File: src/rtl/ahb_master_pkg.sv
// Shared types and constants for the AHB command master.
//   ADDR_W / DATA_W : bus address and data widths
//   HTRANS_*        : AHB transfer-type encodings used by the master
//   cmd_t           : one queued command {write, addr, wdata}
//   state_t         : address-phase pipeline state
package ahb_master_pkg;

  localparam int unsigned ADDR_W = 21;
  localparam int unsigned DATA_W = 8;

  localparam logic [1:0] HTRANS_IDLE   = 2'b00;
  localparam logic [1:0] HTRANS_NONSEQ = 2'b10;

  typedef struct packed {
    logic              write;
    logic [ADDR_W-1:0] addr;
    logic [DATA_W-1:0] wdata;
  } cmd_t;

  typedef enum logic [1:0] {
    ST_IDLE  = 2'd0,
    ST_ISSUE = 2'd1,
    ST_TURN  = 2'd2
  } state_t;

endpackage

File: src/rtl/ahb_cmd_master_if.sv
// Command, response and AHB bus signals of the command master.
//   master : view of the ahb_cmd_master itself
//   slave  : view of the environment (command source, response sink, AHB slave)
interface ahb_cmd_master_if;
  import ahb_master_pkg::*;

  logic              cmd_valid;
  logic              cmd_ready;
  logic              cmd_write;
  logic [ADDR_W-1:0] cmd_addr;
  logic [DATA_W-1:0] cmd_wdata;
  logic              issue_en;
  logic              rsp_valid;
  logic [DATA_W-1:0] rsp_rdata;
  logic [ADDR_W-1:0] rsp_addr;
  logic              busy;
  logic [1:0]        HTRANS;
  logic              HWRITE;
  logic [ADDR_W-1:0] HADDR;
  logic [DATA_W-1:0] HWDATA;
  logic [DATA_W-1:0] HRDATA;

  modport master (
    input  cmd_valid, cmd_write, cmd_addr, cmd_wdata, issue_en, HRDATA,
    output cmd_ready, rsp_valid, rsp_rdata, rsp_addr, busy,
           HTRANS, HWRITE, HADDR, HWDATA
  );

  modport slave (
    output cmd_valid, cmd_write, cmd_addr, cmd_wdata, issue_en, HRDATA,
    input  cmd_ready, rsp_valid, rsp_rdata, rsp_addr, busy,
           HTRANS, HWRITE, HADDR, HWDATA
  );

endinterface

File: src/rtl/cmd_fifo.sv
// Command FIFO, DEPTH entries (power of two), pointers wrap naturally.
//   clk, reset : clock, async active-high reset
//   push, pop  : enqueue din / dequeue head (caller guarantees !full / !empty)
//   dout       : head entry
//   empty, full, count : occupancy; full is a registered flag
module cmd_fifo
  import ahb_master_pkg::*;
#(
  parameter int unsigned DEPTH = 4
) (
  input  logic                   clk,
  input  logic                   reset,
  input  logic                   push,
  input  logic                   pop,
  input  cmd_t                   din,
  output cmd_t                   dout,
  output logic                   empty,
  output logic                   full,
  output logic [$clog2(DEPTH):0] count
);

  localparam int unsigned PTR_W = $clog2(DEPTH);
  localparam int unsigned CNT_W = PTR_W + 1;

  cmd_t             mem [DEPTH];
  logic [PTR_W-1:0] wr_ptr;
  logic [PTR_W-1:0] rd_ptr;
  logic [CNT_W-1:0] count_q;
  logic [CNT_W-1:0] count_d;
  logic             full_q;

  // Simultaneous push and pop leave the count unchanged.
  always_comb begin
    count_d = count_q;
    if (push && !pop)      count_d = count_q + CNT_W'(1);
    else if (!push && pop) count_d = count_q - CNT_W'(1);
  end

  // Pointers, count and registered full flag.
  always_ff @(posedge clk or posedge reset) begin
    if (reset) begin
      wr_ptr  <= '0;
      rd_ptr  <= '0;
      count_q <= '0;
      full_q  <= 1'b0;
    end else begin
      if (push) wr_ptr <= wr_ptr + PTR_W'(1);
      if (pop)  rd_ptr <= rd_ptr + PTR_W'(1);
      count_q <= count_d;
      full_q  <= (count_d == CNT_W'(DEPTH));
    end
  end

  // Storage needs no reset; occupancy is tracked by count_q.
  always_ff @(posedge clk) begin
    if (push) mem[wr_ptr] <= din;
  end

  assign dout  = mem[rd_ptr];
  assign empty = (count_q == '0);
  assign full  = full_q;
  assign count = count_q;

endmodule

File: src/rtl/ahb_cmd_master.sv
// Queues read/write commands and issues them as single NONSEQ AHB transfers
// with pipelined address/data phases and a one-cycle turnaround on
// direction change. Read data is returned as a one-cycle rsp_valid strobe.
//   HCLK, reset : bus clock, async active-high reset
//   bus         : command in, response out, AHB master signals (master modport)
module ahb_cmd_master
  import ahb_master_pkg::*;
#(
  parameter int unsigned DEPTH = 4
) (
  input  logic             HCLK,
  input  logic             reset,
  ahb_cmd_master_if.master bus
);

  localparam int unsigned CNT_W = $clog2(DEPTH) + 1;

  cmd_t              head;
  logic              fifo_empty;
  logic              fifo_full;
  logic [CNT_W-1:0]  fifo_count;
  logic              push;
  logic              pop_c;
  logic              turn_need_c;

  state_t            state_q, state_d;
  logic [1:0]        htrans_q, htrans_d;
  logic              hwrite_q, hwrite_d;
  logic [ADDR_W-1:0] haddr_q, haddr_d;
  logic [DATA_W-1:0] awdata_q, awdata_d;
  logic [DATA_W-1:0] hwdata_q;
  logic              dvalid_q;
  logic              dwrite_q;
  logic [ADDR_W-1:0] daddr_q;
  logic              rsp_valid_q;
  logic [DATA_W-1:0] rsp_rdata_q;
  logic [ADDR_W-1:0] rsp_addr_q;

  assign push = bus.cmd_valid && !fifo_full;

  cmd_fifo #(.DEPTH(DEPTH)) u_fifo (
    .clk   (HCLK),
    .reset (reset),
    .push  (push),
    .pop   (pop_c),
    .din   ({bus.cmd_write, bus.cmd_addr, bus.cmd_wdata}),
    .dout  (head),
    .empty (fifo_empty),
    .full  (fifo_full),
    .count (fifo_count)
  );

  // A direction change right behind an address phase needs one IDLE gap.
  assign turn_need_c = (state_q == ST_ISSUE) && (hwrite_q != head.write);
  assign pop_c       = !fifo_empty && bus.issue_en && !turn_need_c;

  // Next address-phase state and bus values.
  always_comb begin
    state_d  = ST_IDLE;
    htrans_d = HTRANS_IDLE;
    hwrite_d = hwrite_q;
    haddr_d  = haddr_q;
    awdata_d = awdata_q;
    if (!fifo_empty && bus.issue_en) begin
      if (turn_need_c) begin
        state_d = ST_TURN;
      end else begin
        state_d  = ST_ISSUE;
        htrans_d = HTRANS_NONSEQ;
        hwrite_d = head.write;
        haddr_d  = head.addr;
        awdata_d = head.wdata;
      end
    end
  end

  // Address phase, data phase and response registers.
  always_ff @(posedge HCLK or posedge reset) begin
    if (reset) begin
      state_q     <= ST_IDLE;
      htrans_q    <= HTRANS_IDLE;
      hwrite_q    <= 1'b0;
      haddr_q     <= '0;
      awdata_q    <= '0;
      hwdata_q    <= '0;
      dvalid_q    <= 1'b0;
      dwrite_q    <= 1'b0;
      daddr_q     <= '0;
      rsp_valid_q <= 1'b0;
      rsp_rdata_q <= '0;
      rsp_addr_q  <= '0;
    end else begin
      state_q     <= state_d;
      htrans_q    <= htrans_d;
      hwrite_q    <= hwrite_d;
      haddr_q     <= haddr_d;
      awdata_q    <= awdata_d;
      dvalid_q    <= (state_q == ST_ISSUE);
      dwrite_q    <= hwrite_q;
      daddr_q     <= haddr_q;
      hwdata_q    <= ((state_q == ST_ISSUE) && hwrite_q) ? awdata_q : '0;
      rsp_valid_q <= dvalid_q && !dwrite_q;
      if (dvalid_q && !dwrite_q) begin
        rsp_rdata_q <= bus.HRDATA;
        rsp_addr_q  <= daddr_q;
      end
    end
  end

  assign bus.cmd_ready = !fifo_full;
  assign bus.HTRANS    = htrans_q;
  assign bus.HWRITE    = hwrite_q;
  assign bus.HADDR     = haddr_q;
  assign bus.HWDATA    = hwdata_q;
  assign bus.rsp_valid = rsp_valid_q;
  assign bus.rsp_rdata = rsp_rdata_q;
  assign bus.rsp_addr  = rsp_addr_q;
  assign bus.busy      = (fifo_count != '0) || (state_q == ST_ISSUE) ||
                         dvalid_q || rsp_valid_q;

endmodule

File: src/flat_wrapper.sv
// flat-port wrapper written by rule: the top's interface ports become plain ports
module ahb_cmd_master_flat import ahb_master_pkg::*;
#(
  parameter int unsigned DEPTH = 4
)
  (HCLK, reset, bus_cmd_valid, bus_cmd_write, bus_cmd_addr, bus_cmd_wdata, bus_issue_en, bus_HRDATA, bus_cmd_ready, bus_rsp_valid, bus_rsp_rdata, bus_rsp_addr, bus_busy, bus_HTRANS, bus_HWRITE, bus_HADDR, bus_HWDATA);
  ahb_cmd_master_if bus_i ();
  input  logic HCLK;
  input  logic reset;
  input wire logic [$bits(bus_i.cmd_valid)-1:0] bus_cmd_valid;
  input wire logic [$bits(bus_i.cmd_write)-1:0] bus_cmd_write;
  input wire logic [$bits(bus_i.cmd_addr)-1:0] bus_cmd_addr;
  input wire logic [$bits(bus_i.cmd_wdata)-1:0] bus_cmd_wdata;
  input wire logic [$bits(bus_i.issue_en)-1:0] bus_issue_en;
  input wire logic [$bits(bus_i.HRDATA)-1:0] bus_HRDATA;
  output wire logic [$bits(bus_i.cmd_ready)-1:0] bus_cmd_ready;
  output wire logic [$bits(bus_i.rsp_valid)-1:0] bus_rsp_valid;
  output wire logic [$bits(bus_i.rsp_rdata)-1:0] bus_rsp_rdata;
  output wire logic [$bits(bus_i.rsp_addr)-1:0] bus_rsp_addr;
  output wire logic [$bits(bus_i.busy)-1:0] bus_busy;
  output wire logic [$bits(bus_i.HTRANS)-1:0] bus_HTRANS;
  output wire logic [$bits(bus_i.HWRITE)-1:0] bus_HWRITE;
  output wire logic [$bits(bus_i.HADDR)-1:0] bus_HADDR;
  output wire logic [$bits(bus_i.HWDATA)-1:0] bus_HWDATA;
  assign bus_i.cmd_valid = bus_cmd_valid;
  assign bus_i.cmd_write = bus_cmd_write;
  assign bus_i.cmd_addr = bus_cmd_addr;
  assign bus_i.cmd_wdata = bus_cmd_wdata;
  assign bus_i.issue_en = bus_issue_en;
  assign bus_i.HRDATA = bus_HRDATA;
  assign bus_cmd_ready = bus_i.cmd_ready;
  assign bus_rsp_valid = bus_i.rsp_valid;
  assign bus_rsp_rdata = bus_i.rsp_rdata;
  assign bus_rsp_addr = bus_i.rsp_addr;
  assign bus_busy = bus_i.busy;
  assign bus_HTRANS = bus_i.HTRANS;
  assign bus_HWRITE = bus_i.HWRITE;
  assign bus_HADDR = bus_i.HADDR;
  assign bus_HWDATA = bus_i.HWDATA;
  ahb_cmd_master #(.DEPTH(DEPTH)) u_core (.HCLK(HCLK), .reset(reset), .bus(bus_i));
endmodule
File: config.mk
export PLATFORM = sky130hd
export DESIGN_NAME = ahb_cmd_master_flat
export DESIGN_NICKNAME = d
export VERILOG_FILES = /design/src/rtl/ahb_master_pkg.sv /design/src/rtl/ahb_cmd_master_if.sv /design/src/rtl/cmd_fifo.sv /design/src/rtl/ahb_cmd_master.sv /design/src/flat_wrapper.sv
export SDC_FILE = /design/constraint.sdc
export NUM_CORES = 1
export LEC_CHECK = 0
export ABC_CLOCK_PERIOD_IN_PS = 5500
export CORE_ASPECT_RATIO = 1.25
export CORE_MARGIN = 2
export CORE_UTILIZATION = 40
export CTS_CLUSTER_DIAMETER = 80
export CTS_CLUSTER_SIZE = 25
export DETAILED_ROUTE_END_ITERATION = 10
export GPL_TIMING_DRIVEN = 0
export PLACE_DENSITY = 0.63
export SYNTH_ARGS = -nofsm -noshare
export SYNTH_HDL_FRONTEND = slang
export SYNTH_HIERARCHICAL = 1
export SYNTH_SLANG_ARGS = --single-unit
File: constraint.sdc
create_clock -name HCLK -period 5.5 [get_ports HCLK]
set_input_delay 1.1 -clock HCLK [delete_from_list [all_inputs] [get_ports HCLK]]
set_output_delay 1.1 -clock HCLK [all_outputs]
set_load 0.02 [all_outputs]
# After elaboration in Yosys (flattened, before gate mapping)

Memory sizes are Yosys's and may differ from the RTL's.
Cells that the tools add are included.

$mul: 0
Divide/modulo/power cells: 0
Reductions and logical operators: 20
Bitwise operators: 1
Equality and inequality tests: 3
Order comparisons: 0
$add $sub $neg: 4
Shift operators: 0
Muxes and demuxes: 9

Operators with widths:

| operator                                                              | count |
|---|---|
| 1-bit logical AND                                                     | 8 |
| 2-bit 2-to-1 mux                                                      | 4 |
| 8-bit 2-to-1 mux                                                      | 1 |
| 1-bit logical NOT                                                     | 6 |
| 3-bit 2-to-1 mux                                                      | 2 |
| 2-bit by 1-bit adder with 2-bit output, second input constant         | 2 |
| 3-bit by 1-bit adder with 3-bit output, second input constant         | 1 |
| 3-bit equality test, second input constant                            | 1 |
| 3-bit logical NOT                                                     | 1 |
| 1-bit logical OR                                                      | 3 |
| 3-bit nonzero test                                                    | 1 |
| 3-bit by 1-bit subtractor with 3-bit output, second input constant    | 1 |
| 2-bit by 1-bit equality test with 1-bit output, second input constant | 1 |
| 1-bit 2-to-1 mux                                                      | 2 |
| 2-bit AND reduction                                                   | 1 |
| 1-bit inequality test                                                 | 1 |
| 1-bit NOT                                                             | 1 |

Input port bits: 42
Memories kept: 1
Bits in registers: 103
Logic and storage cells: 54
Bits in read-only memories: 0
Latch bits: 0
Memory bits (writable): 120
Output and inout port bits: 64

Memories:

| memory            | words | bits a word | read ports | clocked after memory_dff | wr ports | RTL line       | RTL |
|---|---|---|---|---|---|---|---|
| u_core.u_fifo.mem | 4     | 30          | 1          | 0                        | 1        | cmd_fifo.sv:25 | `cmd_t mem [DEPTH];` |

# Logic depth before layout (Yosys ltp)

Gate-level depths: netlist of run 1.
An unclocked memory read counts as a cell.

Depth in word-level cells: 9
Depth in mapped cells: 9
Mapped depth without buffers: 7

# Modules after synthesis

The synthesis of run 1 kept the hierarchy.

By module, submodules not included:

| module         | instances | area an instance (um2) | cells an instance | sequential area each (um2) |
|---|---|---|---|---|
| cmd_fifo       | 1         | 4863.4                 | 211               | 3803.6 |
| ahb_cmd_master | 1         | 3335.7                 | 185               | 2327.2 |

# Least setup slack after synthesis of run 1

Ideal clock, no wire load.

Path kind: input to register
Start point: input bus_cmd_valid
End point: memory u_core/u_fifo/mem[0][0] (netlist bit), enable pin
Stages: 4
Data required time: 5.110 ns
Slack: 2.649 ns
Library setup time: 0.390 ns
Buffers on the path: 2
Data arrival time: 2.462 ns
Cells stage by stage: nor2b_1 buf_6 clkbuf_1 and2_1

Longest elaborated chain between the ends: 3

Ends and longest elaborated chain:

| element                                | RTL line             | RTL |
|---|---|---|
| from (decl)                            | flat_wrapper.sv:10   | `input wire logic [$bits(bus_i.cmd_valid)-1:0] bus_cmd_valid;` |
| 1-bit logical AND                      | ahb_cmd_master.sv:39 | `assign push = bus.cmd_valid && !fifo_full;` |
| 1-bit 2-to-1 mux                       | cmd_fifo.sv:56       | `if (push) mem[wr_ptr] <= din;` |
| 1-bit 2-to-1 mux (implied by the code) | cmd_fifo.sv:56       |  |
| to (decl)                              | cmd_fifo.sv:25       |  |

Every way passes these cells.

# Worst setup path in the final report of run 1

Start point: register u_core.state_q[1]
End point: output bus_busy

Longest elaborated chain between the ends: 4

Ends and longest elaborated chain:

| element                                        | RTL line              | RTL |
|---|---|---|
| from (decl)                                    | ahb_cmd_master.sv:26  | `state_t state_q, state_d;` |
| from (signal assigned)                         | ahb_cmd_master.sv:93  | `state_q <= state_d;` |
| 2-bit by 1-bit equality test with 1-bit output | ahb_cmd_master.sv:118 | `assign bus.busy = (fifo_count != '0) \|\| (state_q == ST_ISSUE) \|\|` |
| 1-bit logical OR (2 in a row)                  | ahb_cmd_master.sv:118 |  |
| 1-bit logical OR                               | ahb_cmd_master.sv:119 | `dvalid_q \|\| rsp_valid_q;` |
| to (decl)                                      | flat_wrapper.sv:20    | `output wire logic [$bits(bus_i.busy)-1:0] bus_busy;` |

Every way passes these cells.

==> results of run 1 <==
-- layout make-up --
class	instances	area share (%)
buffer	20	1.51
multi-input combinational	146	18.9
clock buffer	20	3.73
tap	270	3.38
inverter	9	0.363
sequential	221	61.3
timing repair buffer	106	10.9
-- layout by cell type (no fill, tap or decap), types with 2 or more instances in the layout --
| cell type | netlist | final |
|---|---|---|
| nor2_1 | 4 | 4 |
| edfxtp_1 | 120 | 120 |
| clkbuf_16 | 0 | 14 |
| nor3_1 | 3 | 3 |
| and3_2 | 8 | 8 |
| a21oi_1 | 2 | 2 |
| nor2b_1 | 3 | 3 |
| clkdlybuf4s50_1 | 0 | 104 |
| buf_4 | 2 | 2 |
| buf_6 | 8 | 8 |
| mux2_4 | 29 | 29 |
| inv_1 | 9 | 8 |
| buf_2 | 7 | 7 |
| nand2_1 | 5 | 5 |
| xnor2_1 | 3 | 3 |
| mux4_2 | 30 | 30 |
| clkbuf_1 | 2 | 8 |
| dfrtp_1 | 101 | 101 |
| ha_1 | 7 | 7 |
| mux2_2 | 30 | 30 |
| and2_2 | 0 | 4 |
| xor2_1 | 2 | 2 |
-- cells by family (layout without fill, tap and decap cells) --
logic type	count (synthesis)	after routing	synth area share, %
DFF	221	221	74.8
muxes	89	89	17.7
and+or+nand+nor	33	33	2.44
buffers and inverters	29	155	2.26
AOI/OAI and AO/OA	10	10	1.01
adders and majority gates	7	7	1.07
xor gates and xnor gates	6	6	0.733
other	1	1	0.0457
-- power by group through the flow --
stage	combinational, mW	sequential, mW	clock, mW
after floorplan	1.21	2.78	0
after global placement	2.20	2.56	0
after detailed placement	2.26	2.58	0
after CTS	2.26	2.54	0.985
after global routing	2.37	2.59	1.04
final	2.22	2.53	0.950
-- metrics by stage --
stage | area (sq um) | util, % | hold WS (ns) | power, mW | cells
finish | 10000 | 49.8 | 0.411 | 5.70 | 792
global route | 10000 | 49.8 | 0.425 | 6.01 | 792
CTS | 10000 | 49.8 | 0.416 | 5.79 | 792
detailed placement | 9630 | 47.9 | 0.388 | 4.84 | 772
global placement | 9580 | 47.6 | 0.391 | 4.75 | 770
floorplan | 8200 | - | 0.454 | 4.00 | 396
-- layer usage --
layer	part of all wire, %	vias to the layer above	wire length [um]
met5	0	-	0
met4	2.6	0	369
met3	3.8	20	548
met2	52	84	7450
met1	41	1957	5920
li1	-	1726	-
-- state kept, by name (all words and copies together) (netlist names) --
| name | count |
|---|---|
| u_core/daddr_q | 21 |
| u_core/bus.rsp_valid | 1 |
| u_core/state_q | 1 |
| u_core/awdata_q | 8 |
| u_core/bus.HADDR | 21 |
| u_core/u_fifo/wr_ptr | 2 |
| u_core/bus.HWDATA | 8 |
| u_core/u_fifo/full | 1 |
| u_core/dvalid_q | 1 |
| u_core/u_fifo/count | 3 |
| u_core/u_fifo/rd_ptr | 2 |
| u_core/bus.rsp_rdata | 8 |
| u_core/bus.HTRANS | 1 |
| u_core/bus.HWRITE | 1 |
| u_core/dwrite_q | 1 |
| u_core/bus.rsp_addr | 21 |
| u_core/u_fifo/mem | 120 |
-- Yosys cell counts (2+ instances only) --
cell type	number	area, sq um
a21oi_1	2	10.0
and2_1	5	31.3
and3_2	8	60.1
buf_2	7	35.0
buf_4	2	15.0
buf_6	8	90.1
clkbuf_1	2	7.51
dfrtp_1	101	2530
edfxtp_1	120	3600
ha_1	7	87.6
inv_1	9	33.8
mux2_2	30	338
mux2_4	29	435
mux4_2	30	676
nand2_1	5	18.8
nor2_1	4	15.0
nor2b_1	3	18.8
nor3_1	3	15.0
xnor2_1	3	26.3
xor2_1	2	17.5
-- worst max-delay path, delay by kind of cell, from the launching register on --
family / cells / cell delay (ns)
buffers and inverters: 2 / 0.98
AND/OR/NAND/NOR: 3 / 0.47
flip-flops: 1 / 0.36
-- worst paths after layout --
check                           slack (ns)                         endpoint
worst max-delay path                  2.12                         bus_busy
worst min-delay path                  0.41      u_core/daddr_q[8]$_DFF_PP0_
worst max register to register        2.68     u_core/u_fifo/full$_DFF_PP0_
worst min register to register        0.41      u_core/daddr_q[8]$_DFF_PP0_
max in group asynchronous             3.77  u_core/bus.HADDR[2]$_DFFE_PP0P_
min in group asynchronous             1.00     u_core/u_fifo/full$_DFF_PP0_
==> flow_summary.yaml, run 1 <==
yosys:
  synth_fp_nets: 445
  postSynthCellCount: 396
  syn_area_per_cell_sq_um: 20.7
  synthDistinctLibCells: 36
  yosysSeqAreaShare_pct: 74.8
  synth_edf_count: 120
  syn_area_sq_um: 8200
  ys.flop_type: "edfxtp_1"
  ys_ff_latch: 221
  async_flop_share_pct: 45.7
  yosysWarnings: 6
global_routing:
  grt_overflow: 0
  antenna_found_initial: 0
  grt_pass1_vias: 4048
  grt_pass1_wl_um: 22500
  use_met1_pct: 16.7
  grt_most_used_layer: "met2"
  grtUsageMet2_pct: 24.4
  grt_max_degree: 51
  grt_use_met3_pct: 2.01
  grt_use_total_pct: 13.5
power:
  p_sw_share_pct: 30.3
  p_comb_share_pct: 38.9
  ir_drop_v: 0.000183
  pwr-share-clk_pct: 16.7
  internal_power_mw: 3.97
  seq_power_share_pct: 44.4
  p_leak_nw: 3.78
  powerDensity_nw_per_um2: 570
  netSwitchingPower_mw: 1.73
sta:
  period_share_pct: 61.4
  slew-limit-headroom_pct: 38.1
  worst_pin_slew_ns: 0.928
  setup_violations: 0
  setup_tns_ns: 0
  setup_slack_ns: 2.12
  rsz0062_at_grt: "false"
  final-max-slew-violation-count: 0
  fin_worst_skew_ns: 0.0204
  layout_min_cycle_time_ns: 3.38
  fmax_mhz: 296
  hold_viol_final: 0
drt:
  via_count: 3787
  via_per_inst: 4.78
  wl_um: 14300
  drc: 0
  ant_nets: 0
  first_pass_iters: 4
  drt-initial-drc-count: 192
  wl_per_cell_um: 18.0
setup_path:
  crit_path_top_delay_cell: "clkdlybuf4s50_1"
  reg2reg_depth: 9
  slowest_delay_ns: 0.62
  start_kind: "flop"
  crit_path_end_kind: "output pin"
  crit_path_cell_trace: "and2b_2 > clkbuf_1 > nor3_1 > nand2_1 > clkdlybuf4s50_1"
  cp-startpoint: "u_core/state_q[1]$_DFF_PP0_"
  crit_arrival_ns: 2.28
  cp.required_ns: 4.40
  path_max_fanout: 10
  worstSetupPathType: "reg2out"
  rr_startpoint: "u_core/u_fifo/rd_ptr[0]$_DFFE_PP0P_"
cts:
  cts-root-buf: "clkbuf_16"
  cts_resized: 0
  h-tree-depth: 1
  clockBufferDepth: 3
  clkSinkCount: 221
  hold_buffers: 0
  cts_tree: "yes"
  numCtsBuffers: 12
  clkTransAtPathRegs_ns: 0.09
  worstSkewPairLatency_ns: 0.46
  postCtsSetupRepairBufs: 0
placed_design:
  place_ws_ns: 1.98
  io_buffers: 104
  gp_routability_congestion: 0.772
  dp_hpwl_um: 9360
hold_path:
  min_from: "u_core/bus.HADDR[8]$_DFFE_PP0P_"
  hold_class: "reg2reg"
  min_delay_path_depth: 0
layout:
  multiInputGateArea_sq_um: 1890
  register_area_sq_um: 6130
  fillers: 1646
  nets: 565
  post_route_cells_drive_above_1_share_pct: 27.0
  area_delta_synth_final_pct: 22.0
  antennaDiodeCount: 0
floorplanning:
  die_h_um: 164
  die_w_um: 132
  dieArea_sq_um: 21700
  coreArea_sq_um: 20100
  ios: 106
  row_count: 58
  initial_core_util_pct: 40.8
flow_run:
  maxCapViolations: 0
status:
  status: "finished clean"
Power figures use the tool's default switching activity.
==> run 2, diff against run 1 <==
--- a/config.mk
+++ b/config.mk
@@ -5,7 +5,7 @@
 export SDC_FILE = /design/constraint.sdc
 export NUM_CORES = 1
 export LEC_CHECK = 0
-export ABC_CLOCK_PERIOD_IN_PS = 5500
+export ABC_CLOCK_PERIOD_IN_PS = 3500
 export CORE_ASPECT_RATIO = 1.25
 export CORE_MARGIN = 2
 export CORE_UTILIZATION = 40
==> constraint.sdc (replaced) <==
create_clock -name HCLK -period 3.5 [get_ports HCLK]
set_input_delay 0.7 -clock HCLK [delete_from_list [all_inputs] [get_ports HCLK]]
set_output_delay 0.7 -clock HCLK [all_outputs]
set_load 0.02 [all_outputs]
==> results of run 2 <==
Same layout as run 1 (identical final DEF). Status: finished clean.
Main changes from that run: setup slack after placement 1.98 ns -> 0.376 ns; setup slack after layout 2.12 ns -> 0.525 ns; register-to-register setup slack 2.68 ns -> 0.68 ns; total power 5.70 mW -> 8.96 mW; worst IR drop on VDD 0.000183 V -> 0.000288 V
==> run 3, diff against run 2 <==
--- a/config.mk
+++ b/config.mk
@@ -6,6 +6,7 @@
 export NUM_CORES = 1
 export LEC_CHECK = 0
 export ABC_CLOCK_PERIOD_IN_PS = 3500
+export CAP_MARGIN = 40
 export CORE_ASPECT_RATIO = 1.25
 export CORE_MARGIN = 2
 export CORE_UTILIZATION = 40
@@ -14,6 +15,7 @@
 export DETAILED_ROUTE_END_ITERATION = 10
 export GPL_TIMING_DRIVEN = 0
 export PLACE_DENSITY = 0.63
+export SETUP_SLACK_MARGIN = 0.5
 export SYNTH_ARGS = -nofsm -noshare
 export SYNTH_HDL_FRONTEND = slang
 export SYNTH_HIERARCHICAL = 1
==> run 3 against run 2 <==
  * Critical path depth is 4 higher
  * Power is 0.30% higher
  * Critical endpoint is now u_core/u_fifo/full$_DFF_PP0_
  * Clock skew decreased by 0.012 ns
  * Largest power group unchanged
  * Core utilization rose by 0.35 points
  * Register-to-register slack hardly changed
  * Critical path type is now reg2reg
  * Sequential power hardly changed
  * Worst setup slack better by 0.14 ns
==> flow_summary.yaml, run 3 (synthesis gave the netlist of run 1 again) <==
sta:
  hold_viol_final: 0
  fmax_mhz: 353
  fin_worst_skew_ns: 0.00809
  setup_slack_ns: 0.666
  slew-limit-headroom_pct: 46.2
  rsz0062_at_grt: "false"
  layout_min_cycle_time_ns: 2.83
  final-max-slew-violation-count: 0
  worst_hold_slack_ns: 0.419
  setup_violations: 0
  worst_pin_slew_ns: 0.806
  period_share_pct: 81.0
layout:
  fin_cells: 796
  post_route_cells_drive_above_1_share_pct: 27.6
  top_register: "u_core/u_fifo/mem"
  fin_area_sq_um: 10100
  largest_reg_flops: 120
  fillers: 1664
  mostFrequentLayoutCell: "edfxtp_1"
  final_cell_mix: "edfxtp_1 (120), clkdlybuf4s50_1 (103), dfrtp_1 (101)"
  area_delta_synth_final_pct: 22.9
  antennaDiodeCount: 0
  nets: 569
cts:
  clkTransAtPathRegs_ns: 0.09
  postCtsSetupRepairBufs: 0
  cts_tree: "yes"
  worstSkewPairLatency_ns: 0.47
  h-tree-depth: 1
  hold_buffers: 0
  cts-root-buf: "clkbuf_16"
  numCtsBuffers: 12
  clockBufferDepth: 3
  clkSinkCount: 221
hold_path:
  min_delay_path_depth: 0
  worstHoldEndpoint: "u_core/daddr_q[10]$_DFF_PP0_"
  hold_class: "reg2reg"
  min_from: "u_core/bus.HADDR[10]$_DFFE_PP0P_"
global_routing:
  grt_use_total_pct: 13.6
  grt_pass1_vias: 4024
  grt_overflow: 0
  grt_pass1_wl_um: 22500
  grt_max_degree: 36
  antenna_found_initial: 0
floorplanning:
  row_count: 58
  dieArea_sq_um: 21700
  coreArea_sq_um: 20100
  die_w_um: 132
  ios: 106
  initial_core_util_pct: 40.8
  die_h_um: 164
setup_path:
  reg2reg_depth: 9
  cp.required_ns: 3.87
  rr_startpoint: "u_core/u_fifo/rd_ptr[0]$_DFFE_PP0P_"
  cp-startpoint: "u_core/u_fifo/rd_ptr[0]$_DFFE_PP0P_"
  r2r-end: "u_core/u_fifo/full$_DFF_PP0_"
  crit_path_end_kind: "flop"
  worstSetupPathType: "reg2reg"
  rrSetupSlack_ns: 0.67
  crit_arrival_ns: 3.20
  path_max_fanout: 11
  start_kind: "flop"
placed_design:
  place_ws_ns: 0.549
  io_buffers: 104
  dpl_cell_area_sq_um: 9720
  dp_hpwl_um: 9900
  dp_cells: 776
  gp_routability_congestion: 0.773
drt:
  via_per_inst: 4.78
  ant_nets: 0
  drc: 0
  via_count: 3801
  wl_per_cell_um: 18.4
  drt-initial-drc-count: 274
  wl_um: 14600
  first_pass_iters: 4
power:
  totalPowerFinal_mw: 8.98
  powerDensity_nw_per_um2: 891
  ir_drop_v: 0.000299
  p_leak_nw: 3.81
flow_run:
  maxCapViolations: 0
status:
  status: "finished clean"
## run 3: changes by cell type in the layout (fill, tap and decap cells not counted), sizes merged
cell,change
buf,+4
clkbuf,-2
clkinv,+2
clkdlybuf4s50,-1
clkinvlp,+1
dlymetal6s2s,+1
inv,-1
## run 3: stage by stage
step | utilization (%) | setup TNS (ns)
3_5_place_dp | 48.4 | 0
3_3_place_gp | 47.7 | -19.57
6_report | 50.1 | 0
4_1_cts | 50.1 | 0
5_1_grt | 50.1 | 0
2_1_floorplan | - | 0
## run 3: timing repair
item / 4_1_cts / 5_1_grt
endpoints found under the setup margin: 1 / 1
endpoints found under the hold margin: 0 / 0
gates resized for setup: 1 / 1
## run 3: final cells by class
type | instances | area [sq um] | share of cell area [%]
clock inverters | 2 | 7.51 | 0.0745
flip-flops and latches | 221 | 6130 | 60.8
clock buffers | 18 | 344 | 3.41
inverters | 9 | 37.5 | 0.372
multi-input cells | 146 | 1890 | 18.7
repair buffers | 110 | 1180 | 11.7
plain buffers | 20 | 153 | 1.51
well taps | 270 | 338 | 3.35
## run 3: layer usage
layer	part of all wire (%)	up-vias	global-route usage (%)
li1	-	1738	-
met1	41	1974	16.8
met2	53	78	25.0
met3	4.2	11	1.91
met4	1.4	0	3.71
met5	0	-	0
## run 3: worst max path at each step
stage | end | cells past startpoint
2_1_floorplan | u_core/u_fifo/full$_DFF_PP0_ | 9
3_3_place_gp | u_core/u_fifo/mem[0][0]$_DFFE_PP_ | 5
3_5_place_dp | u_core/u_fifo/mem[3][11]$_DFFE_PP_ | 6
4_1_cts | bus_busy | 5
5_1_grt | u_core/u_fifo/full$_DFF_PP0_ | 9
6_report | u_core/u_fifo/full$_DFF_PP0_ | 9
## run 3: report_power, final
part / switching (mW) / total, mW / internal, mW
Clock: 0.773 / 1.46 / 0.690
Combinational: 1.61 / 3.54 / 1.93
Sequential: 0.370 / 3.98 / 3.61
Total: 2.75 / 8.98 / 6.23
## run 3: critical path, cell delays in order (launching register included)
cell	delay (ns)
dfrtp_1	0.32
buf_2	0.19
buf_6	0.22
mux4_2	0.57
xor2_2	0.26
a21oi_4	0.11
buf_6	0.18
buf_2	0.20
or3_4	0.41
a221oi_2	0.26
